File: config.mk
export PLATFORM = sky130hd
export DESIGN_NAME = mux4_rr_arbiter_flat
export DESIGN_NICKNAME = d
export VERILOG_FILES = /design/src/rtl/mux4_rr_arbiter_if.sv /design/src/rtl/mux4_rr_arbiter.sv /design/src/flat_wrapper.sv
export SDC_FILE = /design/constraint.sdc
export NUM_CORES = 1
export LEC_CHECK = 0
export CAP_MARGIN = 0
export CORE_ASPECT_RATIO = 1.5
export CORE_MARGIN = 8
export CORE_UTILIZATION = 26
export CTS_BUF_LIST = sky130_fd_sc_hd__clkbuf_4
export CTS_CLUSTER_DIAMETER = 100
export DETAILED_ROUTE_END_ITERATION = 12
export GPL_TIMING_DRIVEN = 1
export PLACE_DENSITY = 0.88
export SYNTH_ARGS = -nofsm -noshare
export SYNTH_HDL_FRONTEND = slang
export SYNTH_SLANG_ARGS = --single-unit
export TNS_END_PERCENT = 30
File: constraint.sdc
create_clock -name clk -period 2.6 [get_ports clk]
set_input_delay 0.52 -clock clk [delete_from_list [all_inputs] [get_ports clk]]
set_output_delay 0.52 -clock clk [all_outputs]
set_load 0.05 [all_outputs]
File: src/rtl/mux4_rr_arbiter_if.sv
// mux4_rr_arbiter_if: request/data/grant bundle between four requesters and the arbiter
interface mux4_rr_arbiter_if #(parameter int WIDTH = 31);
  logic [3:0] req;
  logic [WIDTH:0] in1, in2, in3, in4;
  logic out_ready;
  logic [3:0] grant;
  logic [1:0] sel;
  logic out_valid;
  logic [WIDTH:0] data_out;
  logic [3:0] beat_ack;
  modport master (output req, in1, in2, in3, in4, out_ready, input grant, sel, out_valid, data_out, beat_ack);
  modport slave (input req, in1, in2, in3, in4, out_ready, output grant, sel, out_valid, data_out, beat_ack);
endinterface

File: src/rtl/mux4_rr_arbiter.sv
// mux4_rr_arbiter: round-robin owner of a shared 4:1 datapath mux with per-grant beat cap
module mux4x1 #(parameter int WIDTH = 31) (
  input  logic [WIDTH:0] in1,
  input  logic [WIDTH:0] in2,
  input  logic [WIDTH:0] in3,
  input  logic [WIDTH:0] in4,
  input  logic [1:0]     sel,
  output logic [WIDTH:0] out
);
  assign out = sel[1] ? (sel[0] ? in4 : in3) : (sel[0] ? in2 : in1);
endmodule

module mux4_rr_arbiter #(
  parameter int WIDTH = 31,
  parameter int MAX_BEATS = 4
) (
  input logic clk,
  input logic rst_n,
  mux4_rr_arbiter_if.slave bus
);
  typedef enum logic {IDLE, BUSY} state_t;
  state_t state, state_nxt;
  logic [3:0] grant_nxt, beat_cnt, cnt_nxt, rot;
  logic [1:0] sel_nxt, last, last_nxt, pos, w;
  logic [7:0] dbl;
  logic accept, rel;
  assign dbl = {bus.req, bus.req};
  assign rot = dbl[{1'b0, last} + 3'd1 +: 4];
  assign pos = rot[0] ? 2'd0 : rot[1] ? 2'd1 : rot[2] ? 2'd2 : 2'd3;
  assign w = last + 2'd1 + pos;
  assign bus.out_valid = (state == BUSY) && bus.req[bus.sel];
  assign accept = bus.out_valid && bus.out_ready;
  assign bus.beat_ack = accept ? 4'b0001 << bus.sel : 4'b0000;
  assign rel = (state == BUSY) && (!bus.req[bus.sel] || (accept && beat_cnt == 4'(MAX_BEATS - 1)));
  mux4x1 #(.WIDTH(WIDTH)) u_mux (
    .in1(bus.in1), .in2(bus.in2), .in3(bus.in3), .in4(bus.in4),
    .sel(bus.sel), .out(bus.data_out)
  );
  always_comb begin
    state_nxt = state;
    grant_nxt = bus.grant;
    sel_nxt = bus.sel;
    last_nxt = last;
    cnt_nxt = accept ? beat_cnt + 4'd1 : beat_cnt;
    if ((state == IDLE || rel) && |bus.req) begin
      state_nxt = BUSY;
      grant_nxt = 4'b0001 << w;
      sel_nxt = w;
      last_nxt = w;
      cnt_nxt = 4'd0;
    end else if (rel) begin
      state_nxt = IDLE;
      grant_nxt = 4'b0000;
    end
  end
  always_ff @(posedge clk) begin
    if (!rst_n) begin
      state <= IDLE;
      bus.grant <= 4'b0000;
      bus.sel <= 2'd0;
      beat_cnt <= 4'd0;
      last <= 2'd3;
    end else begin
      state <= state_nxt;
      bus.grant <= grant_nxt;
      bus.sel <= sel_nxt;
      beat_cnt <= cnt_nxt;
      last <= last_nxt;
    end
  end
endmodule
File: src/flat_wrapper.sv
// flat-port wrapper written by rule: the top's interface ports become plain ports
module mux4_rr_arbiter_flat 
#(
  parameter int WIDTH = 31,
  parameter int MAX_BEATS = 4
)
  (clk, rst_n, bus_req, bus_in1, bus_in2, bus_in3, bus_in4, bus_out_ready, bus_grant, bus_sel, bus_out_valid, bus_data_out, bus_beat_ack);
  mux4_rr_arbiter_if #(.WIDTH(WIDTH)) bus_i ();
  input logic clk;
  input logic rst_n;
  input wire logic [$bits(bus_i.req)-1:0] bus_req;
  input wire logic [$bits(bus_i.in1)-1:0] bus_in1;
  input wire logic [$bits(bus_i.in2)-1:0] bus_in2;
  input wire logic [$bits(bus_i.in3)-1:0] bus_in3;
  input wire logic [$bits(bus_i.in4)-1:0] bus_in4;
  input wire logic [$bits(bus_i.out_ready)-1:0] bus_out_ready;
  output wire logic [$bits(bus_i.grant)-1:0] bus_grant;
  output wire logic [$bits(bus_i.sel)-1:0] bus_sel;
  output wire logic [$bits(bus_i.out_valid)-1:0] bus_out_valid;
  output wire logic [$bits(bus_i.data_out)-1:0] bus_data_out;
  output wire logic [$bits(bus_i.beat_ack)-1:0] bus_beat_ack;
  assign bus_i.req = bus_req;
  assign bus_i.in1 = bus_in1;
  assign bus_i.in2 = bus_in2;
  assign bus_i.in3 = bus_in3;
  assign bus_i.in4 = bus_in4;
  assign bus_i.out_ready = bus_out_ready;
  assign bus_grant = bus_i.grant;
  assign bus_sel = bus_i.sel;
  assign bus_out_valid = bus_i.out_valid;
  assign bus_data_out = bus_i.data_out;
  assign bus_beat_ack = bus_i.beat_ack;
  mux4_rr_arbiter #(.WIDTH(WIDTH), .MAX_BEATS(MAX_BEATS)) u_core (.clk(clk), .rst_n(rst_n), .bus(bus_i));
endmodule
* After elaboration in Yosys (flattened, before gate mapping)
Index checks and enable logic that the tools add are counted.
Operators by class: shift-type cells 3, $lt $le $gt $ge 1, reduce and logical (&&, ||, !) cells 11, bitwise operators 2, muxes and demuxes 13, equal/unequal tests 1, add/subtract/negate cells 4
Operators by type and width (number):
- 2-to-1 mux 32 bit | 3
- 2-to-1 mux 4 bit | 3
- variable part select 8 x 4 -> 3 bit | 1
- << shifter 1 x 2 -> 4 bit, first input constant | 2
- logical AND 1 bit | 5
- adder 4 x 1 -> 4 bit, second input constant | 1
- == test 4 x 2 -> 1 bit, second input constant | 1
- 2-to-1 mux 1 bit | 4
- 2-to-1 mux 2 bit | 2
- OR reduction 4 bit | 1
- adder 2 x 1 -> 3 bit, second input constant | 1
- less-than comparator 2 x 3 -> 1 bit, second input constant | 1
- adder 2 x 1 -> 2 bit, second input constant | 1
- adder 2 bit | 1
- binary-select mux 1 bit (select 2 bit) | 1
- logical OR 1 bit | 2
- inverter 1 bit | 2
- nonzero test 2 bit | 1
- OR reduction 2 bit | 1
- zero test 1 bit | 1
Word-level totals: input bits 135, output and inout bits 43, logic and storage cells 40, register bits 13

* Depth between registers and ports, before layout
depth in word-level cells 10, depth in mapped cells 10, mapped depth without buffers 8

* By module
From an unflattened synthesis, not the netlist that was laid out.
Unflattened totals: cell total of the unflattened synthesis 129, area, all modules 1602.8 um2
By module, submodules not included:
- mux4x1 | cells each 39, area each 814.5 um2, seq. area each 0.0 um2, times used 1
- mux4_rr_arbiter | cells each 90, area each 788.3 um2, seq. area each 260.2 um2, times used 1

* Worst setup path before layout
No wires, ideal clock.
kind register to output, from reg u_core.bus.sel[0], to out bus_beat_ack[2], slack -763 ps, buffers on the path 1, arrival 2843 ps, required time 2080 ps, stages on the path, launching flop included 7, path through dfxtp_1 > buf_4 > nand2_1 > o22a_4 > clkinv_1 > nand2_1 > nor3b_1
On the way: longest elaborated chain between the ends 5, elaborated cells between the ends (all ways) 6, classes of those cells 1 x shift; 3 x mux; 2 x reduce/logical
RTL lines:
- start: declaration | RTL line mux4_rr_arbiter_if.sv:12 | modport slave (input req, in1, in2, in3, in4, out_ready, output grant, sel, out_valid, data_out, beat_ack);
- start signal: assignment | RTL line mux4_rr_arbiter.sv:66 | bus.sel <= sel_nxt;
- binary-select mux 1 bit (select 2 bit) | RTL line mux4_rr_arbiter.sv:31 | assign bus.out_valid = (state == BUSY) && bus.req[bus.sel];
- 2-to-1 mux 1 bit (not written as such) | RTL line mux4_rr_arbiter.sv:31
- logical AND 1 bit | RTL line mux4_rr_arbiter.sv:31
- net bus_out_valid | RTL line flat_wrapper.sv:19 | output wire logic [$bits(bus_i.out_valid)-1:0] bus_out_valid;
- logical AND 1 bit | RTL line mux4_rr_arbiter.sv:32 | assign accept = bus.out_valid && bus.out_ready;
- 2-to-1 mux 4 bit | RTL line mux4_rr_arbiter.sv:33 | assign bus.beat_ack = accept ? 4'b0001 << bus.sel : 4'b0000;
- end: declaration | RTL line flat_wrapper.sv:21 | output wire logic [$bits(bus_i.beat_ack)-1:0] bus_beat_ack;
The timed path passes the listed nets, and every way through them passes these cells. The select of a mux whose other input is x is not followed.

* Worst setup path after layout
from in bus_req[2], to out bus_beat_ack[2]
On the way: longest elaborated chain between the ends 5
RTL lines:
- start: declaration | RTL line flat_wrapper.sv:11 | input wire logic [$bits(bus_i.req)-1:0] bus_req;
- binary-select mux 1 bit (select 2 bit) | RTL line mux4_rr_arbiter.sv:31
- 2-to-1 mux 1 bit (not written as such) | RTL line mux4_rr_arbiter.sv:31
- logical AND 1 bit | RTL line mux4_rr_arbiter.sv:31
- logical AND 1 bit | RTL line mux4_rr_arbiter.sv:32
- 2-to-1 mux 4 bit | RTL line mux4_rr_arbiter.sv:33
No other way between the ends. The select of a mux whose other input is x is not followed.

==> reports/results.tsv <==
stage	metric	value	unit
yosys	most frequent cell after synthesis	mux4_2	
die	die height	112	um
routing	drt total wl	9040	um
hold_path	origin of the worst min-delay path	u_core.bus.grant[2]	
sta	Max transition margin	65.7	%
sta	Final Skew	0.00643	ns
worst_setup_path	Startpoint Class	input pin	
worst_setup_path	worst path bufs/invs	4	
sta	hold slack final	0.468	ns
sta	Tightest Pin Transition	0.512	ns
yosys	synthesized net count	280	
worst_setup_path	Max Fanout on Critical Path	7	
worst_setup_path	Critical Path AT	1.98	ns
worst_setup_path	crit-path cells	clkdlybuf4s50_1, buf_4, mux2i_1, o22a_4, clkinv_2, nand2_2, nor3b_4, buf_12	
place	cell area after placement	3530	sq um
die	Core ar.	6040	sq um
worst_setup_path	Worst R2R Path Depth	9	
sta	Max Slew Vio Count	0	
finish	Final Non-Filler Cells	399	
clock_network	CTS H-Tree Depth	1	
yosys	Post-Synthesis Cell Area	1590	sq um
run	MaxCap Viol Count	0	
finish	P&R area growth vs syn	129	%
sta	RSZ-0062 raised after global routing	false	
routing	starting DRC count in detailed routing	76	
yosys	YS warnings	0	
sta	final setup fails	0	
worst_setup_path	CP peak stage delay	0.48	ns
worst_setup_path	critical path's slowest cell	clkdlybuf4s50_1	
die	Die ar.	8920	sq um
clock_network	CTS Buffer Depth	2	
power	combinational share of power	83.4	%
routing	post-DR wirelength/cell	22.6	um
sta	Final Cycle Share	96.1	%
routing	via count	2123	
sta	TNS Setup	0	ns
sta	Tmin final	2.50	ns
power	switching power	1.50	mW
routing	DR pass1 iterations	4	
worst_setup_path	Crit. End Element	primary output	
die	io pins	178	
yosys	Yosys top cell by area	mux4_2	
power	Pint	1.31	mW
routing	DRC viols	0	
worst_setup_path	Reg2Reg Setup Slack	0.32	ns
hold_path	Cells on Worst Hold Path	2	
die	Die X	79.8	um
clock_network	Worst-path clk slew	0.08	ns
grt	initial antenna violation count	0	
yosys	largest cells by area after synthesis	mux4_2, dfxtp_1, a211oi_1	
die	Starting Density	26.3	%
finish	Design Area, Final	3630	sq um
power	worst vdd ir	566	uV
yosys	post-synth top area share	45.4	%
routing	final antenna-violating net count	0	
clock_network	CTS buffer count	3	
worst_setup_path	critical setup path kind	input pin to primary output	
hold_path	hold endpoint	u_core.bus.grant[2]	
run_status	status	completed	
yosys	synth cell count leaders	mux4_2, dfxtp_1, inv_1	
grt	vias in the first global route	2243	
finish	ANT cells	0	
place	Port Buf Inserts	177	
die	Cell Rows	35	
power	part of the power in the clock network	4.9	%
sta	Final Hold Fails	0	
sta	fmax	0.400	GHz
yosys	Main synth FF type	dfxtp_1	
place	placed cell count	393	
grt	All-Layer GR Usage	19.1	%
place	GP Congestion	0.844	
power	Pleak	1.33	nW
clock_network	CTS Hold Buffers Added	0	
grt	grt total ovfl	0	
yosys	Avg Cell Area, Syn	11.1	sq um
power	overall power	2.81	mW
power	Flop pwr share	11.7	%
yosys	Post-synth EDFFs	0	
worst_setup_path	reg2reg end	u_core.bus.grant[1]	
worst_setup_path	delay-heaviest family, CP	buffers and inverters	
hold_path	Worst Hold Class	flop to flop	
yosys	post-synthesis cell count	143	
finish	layout cell share with drive strength beyond 1	33.2	%
clock_network	TritonCTS clock tree	done	
worst_setup_path	Worst Path Required	2.08	ns
yosys	FF+latch count, synth	13	
clock_network	Root Driver	clkbuf_4	
grt	first-pass GRT wire length	13200	um
clock_network	clock sinks	13	
finish	post-layout net count	463	
yosys	Distinct cells, synth	40	
yosys	asr flop ratio synth	0	%
clock_network	worst skew pair latency	0.28	ns
grt	pin count of the biggest net entering global routing	37	
yosys	post-synthesis sequential area ratio	16.4	%
routing	routed vias/inst	5.32	
place	hpwl dp	7940	um
power	power per cell area	774	nW/um^2
power	switching portion of total power	53.4	%
worst_setup_path	RR Startpoint	u_core.last[1]	
## worst max-delay path by stage
stage,slack [ns],cells after the start,start,to
after floorplan,0.1,6,bus_req[1],bus_beat_ack[2]
after global placement,-0.22,9,bus_req[3],u_core.bus.grant[0]
after detailed placement,-0.35,9,bus_req[3],u_core.bus.grant[0]
after CTS,0.03,8,bus_req[0],bus_beat_ack[2]
after global routing,0.02,10,bus_req[2],u_core.bus.grant[0]
final,0.10,8,bus_req[2],bus_beat_ack[2]
## cell families (layout without fill, tap and decap cells)
| kind of cell | Yosys count | in the layout | share of synthesized area, % |
|---|---|---|---|
| and+or+nand+nor | 39 | 39 | 14.1 |
| buffers and inverters | 23 | 205 | 6.07 |
| muxes | 34 | 34 | 46.7 |
| AOI/OAI and AO/OA | 32 | 32 | 15.2 |
| DFF | 13 | 13 | 16.4 |
| adders and majority gates | 2 | 2 | 1.58 |
## layer usage
| metal | wire length, um | share of wire (%) | global-route usage [%] |
|---|---|---|---|
| met5 | 0 | 0 | 0 |
| met4 | 100 | 1.1 | 3.05 |
| met3 | 1170 | 13 | 7.58 |
| met2 | 4520 | 50 | 33.4 |
| met1 | 3250 | 36 | 21.2 |
## layout by cell type, fill, tap and decap left out, types with 2 or more instances in the layout
cell	netlist	layout
nand3b_1	2	2
clkdlybuf4s50_1	0	135
or3_1	2	2
nand2_1	6	5
mux4_2	32	32
buf_6	0	3
clkbuf_4	0	4
dfxtp_1	13	11
nand2b_1	4	4
a211oi_1	5	4
nor3_4	0	2
buf_12	0	7
dfxtp_2	0	2
dlymetal6s2s_1	0	2
buf_4	1	45
nor3_1	4	2
o31ai_1	2	2
o211ai_1	2	2
o21ai_0	6	6
nor4_1	2	2
inv_1	7	7
nor3b_4	0	2
nor2_1	3	3
a31o_2	2	2
nand4_1	2	2
nand3_1	6	5
a32o_1	2	2
or4_1	5	5
a21oi_1	2	2
## area by class of cell
| class | instances | area (sq um) |
|---|---|---|
| Timing Repair Buffer | 193 | 1900 |
| Tap cell | 74 | 92.6 |
| Clock buffer | 4 | 30.0 |
| Sequential cell | 13 | 263 |
| Fill cell | 492 | 2410 |
| Multi-Input combinational cell | 107 | 1320 |
| Inverter | 8 | 31.3 |
## per-stage QoR
stage | worst slack, ns | util (%)
finish | 0.102 | 60.1
global placement | -0.223 | 58.5
CTS | 0.0254 | 59.2
floorplan | 0.0973 | -
detailed placement | -0.349 | 58.5
global route | 0.0221 | 60.1
## power by group through the flow
| stage | Clock [mW] | Sequential (mW) | Combinational (mW) |
|---|---|---|---|
| 5_1_grt | 0.146 | 0.340 | 2.45 |
| 4_1_cts | 0.137 | 0.328 | 2.32 |
| 6_report | 0.138 | 0.330 | 2.34 |
| 2_1_floorplan | 0 | 0.406 | 1.45 |
| 3_5_place_dp | 0 | 0.331 | 2.30 |
| 3_3_place_gp | 0 | 0.327 | 2.27 |
## flip-flops by register name (all words and copies together) (netlist names)
register          flops
u_core.state          1
u_core.last           2
u_core.bus.grant      4
u_core.beat_cnt       4
u_core.bus.sel        2
## timing repair
item                       4_1_cts  5_1_grt
pin swaps                        1        5
setup endpoints to repair        6        5
setup buffers                    0        2
gates resized for setup          5        8
## worst min-delay path, stage by stage (launching register included)
cell and delay (ns):
dfxtp_1 0.32, inv_1 0.05, o32ai_1 0.06
Note: power is estimated with default switching activity, not from simulation.
==> variant 1: new RTL, same flow settings <==
`WIDTH` is set to 31 in 4 places; all go to 62.
--- a/src/rtl/mux4_rr_arbiter_if.sv
+++ b/src/rtl/mux4_rr_arbiter_if.sv
@@ -1,4 +1,4 @@
 // mux4_rr_arbiter_if: request/data/grant bundle between four requesters and the arbiter
-interface mux4_rr_arbiter_if #(parameter int WIDTH = 31);
+interface mux4_rr_arbiter_if #(parameter int WIDTH = 62);
   logic [3:0] req;
   logic [WIDTH:0] in1, in2, in3, in4;
--- a/src/rtl/mux4_rr_arbiter.sv
+++ b/src/rtl/mux4_rr_arbiter.sv
@@ -1,4 +1,4 @@
 // mux4_rr_arbiter: round-robin owner of a shared 4:1 datapath mux with per-grant beat cap
-module mux4x1 #(parameter int WIDTH = 31) (
+module mux4x1 #(parameter int WIDTH = 62) (
   input  logic [WIDTH:0] in1,
   input  logic [WIDTH:0] in2,
@@ -12,5 +12,5 @@
 
 module mux4_rr_arbiter #(
-  parameter int WIDTH = 31,
+  parameter int WIDTH = 62,
   parameter int MAX_BEATS = 4
 ) (
--- a/src/flat_wrapper.sv
+++ b/src/flat_wrapper.sv
@@ -2,5 +2,5 @@
 module mux4_rr_arbiter_flat 
 #(
-  parameter int WIDTH = 31,
+  parameter int WIDTH = 62,
   parameter int MAX_BEATS = 4
 )
Interface: changed (5 resized); port bits go from 178 to 333. No check against the original RTL was run, so the function may have changed too.
==> variant 1 against the original RTL <==
- clock skew decreased by 0.0024 ns
- combinational power rose by 76%
- routed wire length rose by 98%
- design area is 64% higher
- global-route usage grew 8.8 points
- via count grew 61%
- sequential cell count stayed put
- setup slack got worse by 0.021 ns
- power grew 65%
- cell count increased by 56%
- count of clock-buffer cells in the layout stayed put
- synthesized area up 47%
- critical path type is now in -> reg
- highest routed layer is now met5
==> variant 1: results (changes against the original RTL) <==
Critical path
  • Largest fanout on the critical path: 8 (+1)
  • Reg2reg end: u_core.bus.grant[3]$_SDFFE_PN0P_
  • Reg2reg setup slack: 0.27 ns (-0.05 ns)
  • Worst-case reg-to-reg path depth: 8 (-1)
  • Slowest-stage cell, CP: or4b_4
  • Crit end category: flip-flop
  • Slowest stage delay, CP: 0.49 ns
  • Critical Path AT: 2.70 ns (+0.72 ns)

Clocking
  • Setup Buffers After CTS: 0 (unchanged)
  • Number of CTS-inserted buffers: 3 (unchanged)
  • Clock root buffer: clkbuf_4

Placed design
  • Dpl ws: -0.322 ns (+0.0274 ns)
  • Area post-placement: 5860 um^2 (+66%)
  • I/O Buffers: 332 (+88%)
  • Gp weighted congestion: 0.953 (+13%)
  • DP HPWL: 16000 um (+100%)

GRT
  • Pin count of the biggest net entering global routing: 41 (+11%)
  • GRT Total Usage: 0.278 (+0.0876)
  • First-pass GRT wire length: 25600 um (+94%)
  • Vias in the first global route: 3841 (+71%)
  • Initial antenna violation count: 7 (+7)

Synthesis
  • Syn nets: 443 (+58%)
  • Register area share after synthesis: 0.111 (-0.0525)
  • Synth top cells by count: 63 x mux4_2, 13 x dfxtp_1, 11 x buf_2, 11 x clkbuf_1, 7 x inv_1
  • Syn Inst Count: 182 (+27%)
  • Cell Area, Synth: 2340 um^2 (+47%)
  • Area contributors post-synth: mux4_2 61%, dfxtp_1 11%, buf_2 2.4%, clkbuf_1 1.8%, or4_1 1.6%

Drt
  • Final WL: 17900 um (+98%)
  • DR iter-0 viols: 148 (+95%)
  • Vias: 3413 (+61%)

Hold path
  • Hold Crit Class: reg -> reg

Layout
  • Largest regs: u_core.beat_cnt (4), u_core.bus.grant (4)
  • Fraction of layout cells with a size suffix above 1: 0.342 (+0.00949)
  • Nets: 774 (+67%)
  • Post-route non-filler standard cell count: 623 (+56%)
  • Fillers: 649 (+32%)

Power
  • Comb pwr share: 0.885 (+0.051)
  • Clock share of power: 0.029 (-0.020)
  • P_sw: 2.57 mW (+71%)
  • Leakage: 2.17 nW (+63%)
  • Worst VDD drop: 0.000728 V (+29%)

Run status
  • Status: completed

Timing
  • Worst Clk Skew: 0.00407 ns (-0.00236 ns)
  • Slew headroom: 0.563 (-0.0947)
  • Hold WS: 0.493 ns (+0.0253 ns)
  • Highest Clock Rate: 397 MHz (-0.82%)
==> variant 1: changes by cell type after synthesis, moves of 3 or more <==
| cell | change |
|---|---|
| mux4_2 | +31 |
| buf_2 | +7 |
| clkbuf_1 | +5 |
| buf_1 | -3 |
==> variant 1: cells by family (layout without fill, tap and decap cells) <==
group / Yosys count / count (layout) / synth area share
and+or+nand+nor: 39 / 39 / 0.0959
muxes: 65 / 65 / 0.618
adders and majority gates: 2 / 2 / 0.0107
AOI/OAI and AO/OA: 32 / 32 / 0.107
buffers and inverters: 31 / 361 / 0.0573
DFF: 13 / 13 / 0.111
other: 0 / 1 / 0
==> variant 1: layer usage <==
layer  up-vias  wire (um)  track usage
li1       1472          -            -
met5         -         85            0
met4        14        386       0.0567
met3        40       2370        0.116
met1      1648       6390        0.327
met2       239       8680        0.457
==> variant 1: per-stage QoR <==
step	setup TNS, ns	total power [mW]	util
after floorplan	-0.351	2.94	-
after global placement	-0.988	4.39	0.668
after detailed placement	-1.71	4.45	0.668
after CTS	0	4.60	0.673
after global routing	-0.0374	4.81	0.678
final	0	4.64	0.678
==> variant 1: final cells by class <==
| type | count | share of cell area |
|---|---|---|
| clock buffers | 4 | 0.00505 |
| diodes | 1 | 0.000421 |
| well taps | 110 | 0.0231 |
| flip-flops and latches | 13 | 0.0450 |
| multi-input cells | 138 | 0.339 |
| inverters | 8 | 0.00526 |
| repair buffers | 349 | 0.582 |
==> variant 1: worst max-delay path: cells and delay by family <==
family                   cells  cell delay (ns)
adder cells (fa/ha/maj)      1             0.26
AO/OA/AOI/OAI                4             0.70
AND/OR/NAND/NOR              3             0.75
buffers and inverters        1             0.48
==> variant 1: timing repair <==
action,CTS,global route
pin swaps,1,3
hold endpoints to repair,0,0
setup endpoints to repair,5,10
gates resized for setup,5,9
==> variant 2: new RTL, config.mk and constraints unchanged <==
Made on the original files. One comparison of `beat_cnt` changes from == to >=.
--- a/src/rtl/mux4_rr_arbiter.sv
+++ b/src/rtl/mux4_rr_arbiter.sv
@@ -32,5 +32,5 @@
   assign accept = bus.out_valid && bus.out_ready;
   assign bus.beat_ack = accept ? 4'b0001 << bus.sel : 4'b0000;
-  assign rel = (state == BUSY) && (!bus.req[bus.sel] || (accept && beat_cnt == 4'(MAX_BEATS - 1)));
+  assign rel = (state == BUSY) && (!bus.req[bus.sel] || (accept && beat_cnt >= 4'(MAX_BEATS - 1)));
   mux4x1 #(.WIDTH(WIDTH)) u_mux (
     .in1(bus.in1), .in2(bus.in2), .in3(bus.in3), .in4(bus.in4),
Formal check against the unedited RTL: same outputs for any inputs over 10 cycles, from zero or initial values and one cycle with rst_n low; that may be too few to reach the edited logic, so the function may still have changed.
==> variant 2 against the original RTL <==
- sequential share of layout area rose by 0.18 points
- cell count fell by 1.8%
- power rose by 33%
- design area fell by 2.4%
- sequential cell count did not move
- routed wire length fell by 4.5%
- setup slack improved by 0.13 ns
- synthesized area fell by 1.3%
- critical endpoint is now bus_beat_ack[3]
==> variant 2: results (changes against the original RTL) <==
Power
  • Worst VDD drop: 0.000602 V (+6.3%)
  • Leakage: 1.35 nW (+1.4%)

Placed design
  • DP HPWL: 7680 um (-3.3%)
  • Gp weighted congestion: 0.857 (+1.5%)
  • I/O Buffers: 177 (unchanged)
  • Placed Cells: 388 (-1.3%)

Clocking
  • Clk slew on worst S/H paths: 0.07 ns
  • Htree depth: 1 (unchanged)
  • Maximum root-to-sink buffer count: 2 (unchanged)
  • Setup Buffers After CTS: 0 (unchanged)
  • Clock root buffer: clkbuf_4
  • Clock Latency Late Sink: 0.28 ns (about the same)
  • Number of CTS-inserted buffers: 3 (unchanged)

GRT
  • First-pass GRT wire length: 13000 um (-1.8%)
  • GRT Total Usage: 0.188 (-0.00253)
  • Initial antenna violation count: 0 (unchanged)
  • Vias in the first global route: 2158 (-3.8%)
  • Pin count of the biggest net entering global routing: 33 (-11%)

Hold path
  • Hold Crit Class: reg -> reg

Drt
  • DR WL/cell: 22.0 um (-2.8%)
  • Met2 routed WL: 4600 um (+1.7%)
  • Vias: 2010 (-5.3%)
  • DR iter-0 viols: 72 (-5.3%)
  • Met1 Wirelength: 3080 um (-5.1%)
  • Drt first pass iters: 4 (unchanged)
  • Met3 WL: 873 um (-25%)
  • Top routing layer in use: met4
  • Final WL: 8630 um (-4.5%)

Layout
  • Nets: 458 (-1.1%)
  • ANT cells: 0 (unchanged)
  • Fraction of layout cells with a size suffix above 1: 0.325 (-0.00731)
  • Fillers: 467 (-5.1%)
  • Largest regs: u_core.beat_cnt (4), u_core.bus.grant (4)

Timing
  • Worst Clk Skew: 0.0104 ns (+0.00401 ns)
  • Slew headroom: 0.667 (+0.00965)

Synthesis
  • Syn nets: 273 (-2.5%)
  • Area contributors post-synth: mux4_2 46%, dfxtp_1 17%, buf_2 2.9%, o211ai_1 2.4%, o21ai_0 2.2%
  • Synth top area share: 0.460 (+0.00580)
  • Post-synth ARST share: 0 (unchanged)
  • Synth top cells by count: 32 x mux4_2, 13 x dfxtp_1, 9 x buf_2
  • Post-synth top flop: dfxtp_1
  • Register area share after synthesis: 0.166 (+0.00209)
  • Syn. warnings: 0 (unchanged)
  • Syn Inst Count: 136 (-4.9%)
  • Distinct cell type count after synthesis: 41 (+2.5%)

Critical path
  • Crit path max-delay family: buffers and inverters
  • Slowest-stage cell, CP: dlygate4sd2_1
  • Slowest stage delay, CP: 0.28 ns (-0.20 ns)
  • Largest fanout on the critical path: 4 (-3)

Run status
  • Status: completed

Die
  • Starting Density: 0.269 (+0.00627)
[variant 2: power breakdown]
group / switching [mW] / total (mW) / internal (mW)
logic: 1.92 / 3.24 / 1.32
clock network: 0.0664 / 0.136 / 0.0700
registers: 0.0856 / 0.349 / 0.264
[variant 2: cell families after synthesis]
family / Yosys count / share of synthesized area
compound gates: 36 / 0.176
fa+ha+maj: 2 / 0.0160
buf+inv: 20 / 0.0551
flops: 13 / 0.166
mux: 34 / 0.472
simple gates: 31 / 0.115
[variant 2: area by class of cell]
cell class | instances | area, um^2 | area share
Tap cell | 72 | 90.1 | 0.0254
Timing Repair Buffer | 194 | 1870 | 0.528
Sequential cell | 13 | 263 | 0.0742
Inverter | 6 | 23.8 | 0.00671
Clock buffer | 4 | 30.0 | 0.00848
Multi-Input combinational cell | 103 | 1260 | 0.357
[variant 2: worst paths after layout]
check | end | start | slack (ns) | depth (start not counted)
max | bus_beat_ack[3] | bus_req[1] | 0.23 | 8
max reg2reg | u_core.bus.grant[0]$_SDFFE_PN0P_ | u_core.last[1]$_SDFFE_PN1P_ | 0.29 | 9
min reg2reg | u_core.bus.grant[3]$_SDFFE_PN0P_ | u_core.bus.grant[3]$_SDFFE_PN0P_ | 0.46 | 1
min | u_core.bus.grant[3]$_SDFFE_PN0P_ | u_core.bus.grant[3]$_SDFFE_PN0P_ | 0.46 | 1
[variant 2: layer usage]
metal | vias to the layer above | track usage
met1 | 946 | 0.207
met3 | 6 | 0.0568
met5 | - | 0
li1 | 950 | -
met2 | 108 | 0.342
met4 | 0 | 0.0311
[variant 2: timing repair]
action | CTS | global route
gates resized for setup | 6 | 8
pin swaps | 3 | 4
hold buffers | 0 | 0
endpoints found under the setup margin | 3 | 10
[variant 2: through the flow]
step	hold slack (ns)	utilization	setup WS (ns)	cell area, um^2	setup TNS, ns
2_1_floorplan	0.475	-	-0.124	1580	-0.283
6_report	0.465	0.608	0.233	3540	0
3_5_place_dp	0.454	0.595	-0.287	3470	-1.43
5_1_grt	0.493	0.608	0.161	3540	0
3_3_place_gp	0.451	0.595	-0.217	3470	-0.991
4_1_cts	0.472	0.603	-0.00473	3510	-0.00473
